`src/rtl/rr_arbiter.sv`:
```
// rr_arbiter: round-robin arbiter for one single-owner resource.
// The winner is found by masking off requesters below the priority pointer
// and taking the lowest set bit, falling back to the lowest set bit of the raw
// request vector. Grants are registered and held until the owner releases,
// the owner drops its request, or the hold limit expires.
module rr_arbiter #(
   parameter  int NUM_REQ  = 4,
   parameter  int MAX_HOLD = 16,
   localparam int IDX_W    = $clog2(NUM_REQ)
) (
   input  logic               i_clk,
   input  logic               i_rst_n,
   input  logic [NUM_REQ-1:0] i_req,
   input  logic               i_release,
   output logic [NUM_REQ-1:0] o_gnt,
   output logic [IDX_W-1:0]   o_gnt_idx,
   output logic               o_gnt_valid,
   output logic               o_timeout
);

   // Hold counter must be able to represent MAX_HOLD itself.
   localparam int HOLD_W = (MAX_HOLD < 1) ? 1 : $clog2(MAX_HOLD + 1);

   typedef enum logic [0:0] {
      S_IDLE  = 1'b0,
      S_GRANT = 1'b1
   } state_t;

   state_t               state_q,   state_d;
   logic [NUM_REQ-1:0]   gnt_q,     gnt_d;
   logic [IDX_W-1:0]     idx_q,     idx_d;
   logic                 valid_q,   valid_d;
   logic                 timeout_q, timeout_d;
   logic [HOLD_W-1:0]    hold_q,    hold_d;
   logic [IDX_W-1:0]     ptr_q,     ptr_d;

   logic [NUM_REQ-1:0]   masked;
   logic [NUM_REQ-1:0]   win_onehot;
   logic [IDX_W-1:0]     win_idx;
   logic                 any_req;
   logic                 any_masked;
   logic                 owner_req;
   logic                 hold_limit;
   logic                 hold_sat;

   // Index of the lowest set bit; zero when the vector is empty (callers
   // only use the result when at least one bit is set).
   function automatic logic [IDX_W-1:0] trailing_one(input logic [NUM_REQ-1:0] v);
      logic [IDX_W-1:0] r;
      r = '0;
      for (int k = NUM_REQ - 1; k >= 0; k--) begin
         if (v[k]) begin
            r = IDX_W'(k);
         end
      end
      return r;
   endfunction

   // Per-requester mask against the pointer and one-hot decode of the
   // winner. Only real requester bits exist, so padding can never win.
   generate
      for (genvar gi = 0; gi < NUM_REQ; gi++) begin : g_req
         localparam logic [IDX_W-1:0] K = IDX_W'(gi);
         assign masked[gi]     = i_req[gi] & (K >= ptr_q);
         assign win_onehot[gi] = (win_idx == K);
      end
   endgenerate

   assign any_req    = |i_req;
   assign any_masked = |masked;
   assign win_idx    = any_masked ? trailing_one(masked) : trailing_one(i_req);

   // gnt_q is one-hot on the owner, so this is the owner's own request bit.
   assign owner_req  = |(i_req & gnt_q);

   assign hold_sat   = (hold_q == HOLD_W'(MAX_HOLD));
   assign hold_limit = (MAX_HOLD != 0) && hold_sat;

   // Next-state and registered-output logic for the IDLE/GRANT machine.
   always_comb begin
      state_d   = state_q;
      gnt_d     = gnt_q;
      idx_d     = idx_q;
      valid_d   = valid_q;
      timeout_d = 1'b0;
      hold_d    = hold_q;
      ptr_d     = ptr_q;

      case (state_q)
         S_IDLE: begin
            if (any_req) begin
               state_d = S_GRANT;
               gnt_d   = win_onehot;
               idx_d   = win_idx;
               valid_d = 1'b1;
               hold_d  = HOLD_W'(1);
               // Priority moves just past the winner, wrapping at the top.
               ptr_d   = (win_idx == IDX_W'(NUM_REQ - 1)) ? '0 : win_idx + IDX_W'(1);
            end
         end

         S_GRANT: begin
            if (i_release || !owner_req) begin
               // A release wins over a simultaneous hold-limit expiry.
               state_d = S_IDLE;
               gnt_d   = '0;
               valid_d = 1'b0;
               hold_d  = '0;
            end else if (hold_limit) begin
               state_d   = S_IDLE;
               gnt_d     = '0;
               valid_d   = 1'b0;
               hold_d    = '0;
               timeout_d = 1'b1;
            end else if ((MAX_HOLD != 0) && !hold_sat) begin
               hold_d = hold_q + HOLD_W'(1);
            end
         end

         default: begin
            state_d = S_IDLE;
            gnt_d   = '0;
            valid_d = 1'b0;
            hold_d  = '0;
         end
      endcase
   end

   // State and output registers with synchronous active-low reset.
   always_ff @(posedge i_clk) begin
      if (!i_rst_n) begin
         state_q   <= S_IDLE;
         gnt_q     <= '0;
         idx_q     <= '0;
         valid_q   <= 1'b0;
         timeout_q <= 1'b0;
         hold_q    <= '0;
         ptr_q     <= '0;
      end else begin
         state_q   <= state_d;
         gnt_q     <= gnt_d;
         idx_q     <= idx_d;
         valid_q   <= valid_d;
         timeout_q <= timeout_d;
         hold_q    <= hold_d;
         ptr_q     <= ptr_d;
      end
   end

   assign o_gnt       = gnt_q;
   assign o_gnt_idx   = idx_q;
   assign o_gnt_valid = valid_q;
   assign o_timeout   = timeout_q;

endmodule

```
`config.mk`:
```
export PLATFORM = sky130hd
export DESIGN_NAME = rr_arbiter
export DESIGN_NICKNAME = d
export VERILOG_FILES = /design/src/rtl/rr_arbiter.sv
export SDC_FILE = /design/constraint.sdc
export NUM_CORES = 1
export LEC_CHECK = 0
export BUFFER_PORTS_ARGS = -buffer_cell sky130_fd_sc_hd__buf_2
export CORE_MARGIN = 2
export CORE_UTILIZATION = 50
export DETAILED_ROUTE_END_ITERATION = 10
export PLACE_DENSITY = 0.73
export SYNTH_ARGS = -nofsm -noshare
export SYNTH_HDL_FRONTEND = slang
export SYNTH_SLANG_ARGS = --single-unit
```
`constraint.sdc`:
```
create_clock -name i_clk -period 1.8 [get_ports i_clk]
set_clock_uncertainty 0.2 [all_clocks]
set_input_delay 0.18 -clock i_clk [delete_from_list [all_inputs] [get_ports i_clk]]
set_output_delay 0.18 -clock i_clk [all_outputs]
set_load 0.05 [all_outputs]
```
==> metrics.txt <==
status complete, no violations; H-tree Lvls 1; Chip Width approximately 45 um; clock sinks 16; CP Data Arrival Time 1.72 ns; Root Buffer clkbuf_4; gpl congestion 0.8104; Worst Slack Setup Final 0.08426 ns; post-DR vias/cell 5.542; PD cells approximately 800 nW/um^2; remaining routing DRC violations 0; TritonCTS Buffers 3; Skew-Pair Late Insertion Delay between 0.2 and 0.3 ns; Clock Path Buffers 2; FP Rows 14; Slew @ Worst Pin approximately 0.64 ns; FF+latch count, synth 16; largest area contributor in the netlist dfxtp_1; Syn-to-layout area delta 23.15%; Max Transition Viols Final 0; final hold viol count 0; vias in the first global route 687; Pre-antenna DRT Iters 4; MaxCap Viol Count 0; Post-Syn Area 827.0 um^2; synth unique cells 30; Final HPWL DP 1.305 mm; CP Launch Type flip-flop; maximum VDD drop around 0.51 mV; most frequent cells after synthesis dfxtp_1, nor2_1, a21oi_1, nand2_1; placed inst area approximately 930 um^2; synthesized area per cell 9.189 um^2; Initial Util 0.5427; grt total ovfl 0; Post-Syn Instances 90; overall power ~0.00082 W; Achievable Freq 582.8 MHz; main flop type after synthesis dfxtp_1; fraction of layout cells with a size suffix above 1 0.3304; CP Max Fanout 6; pin count of the biggest net entering global routing 9; DP Worst Slack 0.02289 ns; Crit. End Element flip-flop; Final setup viols 0; WL final between 1.5 and 2 mm; worst hold path type primary input to flip-flop; core area 1524 um^2; initial antenna violation count 0; via count 726; part of the cycle the worst path needs 0.9532; largest cells by area after synthesis dfxtp_1, ha_1, a21oi_1, a22o_1, nor2_1; Post-synth EDFFs 0; IO buf count 14; kind of critical path flip-flop to flip-flop; drt initial violations 10; die area 1995 um^2; fin crit period 1.716 ns; ys async rst share 0; fin nets 130; warnings from Yosys 0; Yosys top cell area share 0.3873; Syn Nets 103; CTS tree done; # fillers approximately 140; first-pass GRT wire length 2.953 mm; Worst Path Required ~1.8 ns; relative slew slack 0.5668; ANT nets after route 0; Total GRT Usage 0.2050; most common cell in the netlist dfxtp_1; # diodes 0; cell area after layout 1018 um^2; I/O pins 15; Seq/Total Area, Yosys 0.3873; P_leak 0.4554 nW; CTS clock-pin slew for the worst setup and hold paths 0.09 ns; drt wl/cell 13.48 um; Die Ht 44.67 um
## report_power, final
part | internal, W | total [W] | switching, W
clock network | 0.0000775 | 0.000179 | 0.000102
registers | 0.000381 | 0.000405 | 0.0000234
logic | 0.0000888 | 0.000231 | 0.000142
## final timing paths
path              slack (ns)        start     endpoint  cells past startpoint
setup / recovery        0.08    hold_q[1]    hold_q[4]                      7
setup reg to reg        0.08    hold_q[1]    hold_q[4]                      7
hold / removal          0.02      i_rst_n     ptr_q[1]                      2
hold reg to reg         0.25  o_gnt_valid  o_gnt_valid                      1
## repair_timing
item | 4_1_cts | 5_1_grt
hold buffers | 2 | 0
resized for setup | 0 | 7
setup endpoints to repair | 1 | 9
gates cloned | 0 | 0
pin swaps | 1 | 2
setup buffers | 0 | 4
endpoints found under the hold margin | 1 | 0
## final cells by class
type,instances,area (um^2),share of cell area
inverter,6,22.52,0.02211
sequential,16,322.8,0.3170
timing repair buffer,22,135.1,0.1327
clock buffer,3,22.52,0.02211
tap,16,20.02,0.01966
multi-input combinational,68,495.5,0.4865
## metal layers
| metal | track usage | up-vias | part of all wire | wire, um |
|---|---|---|---|---|
| met4 | 0.09091 | 0 | 0.013 | 23 |
| met2 | 0.3478 | 13 | 0.51 | 901 |
| li1 | - | 374 | - | - |
| met5 | 0 | - | 0 | 0 |
| met1 | 0.2500 | 335 | 0.44 | 783 |
| met3 | 0.03673 | 4 | 0.033 | 59 |
## worst max-delay path, stage by stage, from the launching register on
cell and delay, ns:
dfxtp_2 0.37, inv_2 0.04, ha_2 0.15, and4bb_4 0.21, a211oi_4 0.33, buf_4 0.17
nand2_2 0.03, a31oi_1 0.14
## per-stage QoR
| stage | utilization | setup TNS, ns | std cells | hold WS [ns] |
|---|---|---|---|---|
| 6_report | 0.6683 | 0 | 131 | 0.01603 |
| 4_1_cts | 0.6396 | 0 | 127 | 0.007497 |
| 2_1_floorplan | - | 0 | 90 | 0.09752 |
| 3_3_place_gp | 0.6117 | 0 | 122 | 0.2273 |
| 3_5_place_dp | 0.6117 | 0 | 122 | 0.2389 |
| 5_1_grt | 0.6683 | -0.01375 | 131 | 0.01358 |
## flip-flops by register name, indices dropped and copies added (netlist names)
register,flops
hold_q,5
o_gnt,4
o_gnt_idx,2
o_gnt_valid,1
o_timeout,1
ptr_q,2
state_q,1
## cells in the final DEF, fill, tap and decap left out, drive strengths merged
| cell | n |
|---|---|
| dfxtp | 16 |
| nor4 | 1 |
| nor3 | 1 |
| nand2 | 7 |
| and3 | 1 |
| a211oi | 2 |
| nor2b | 4 |
| nor2 | 8 |
| a22oi | 3 |
| clkbuf | 3 |
| nand3 | 4 |
| o21a | 2 |
| buf | 20 |
| o2bb2ai | 1 |
| a21boi | 1 |
| a31oi | 2 |
| a21oi | 7 |
| nor3b | 1 |
| a22o | 4 |
| and4bb | 1 |
| o21ai | 3 |
| a21o | 2 |
| ha | 6 |
| inv | 6 |
| o22ai | 1 |
| dlygate4sd3 | 2 |
| or2b | 1 |
| nand2b | 2 |
| and2b | 1 |
| o221a | 1 |
| or2 | 1 |
## cells by family (layout without fill, tap and decap cells)
logic type,after synthesis,in the layout,share of synthesized area
flip-flops,16,16,0.3873
AND/OR/NAND/NOR,33,33,0.2239
adder cells (fa/ha/maj),6,6,0.09077
buffers and inverters,6,31,0.02723
AO/OA/AOI/OAI,29,29,0.2708
No activity file was read; power rests on OpenSTA's default activity.
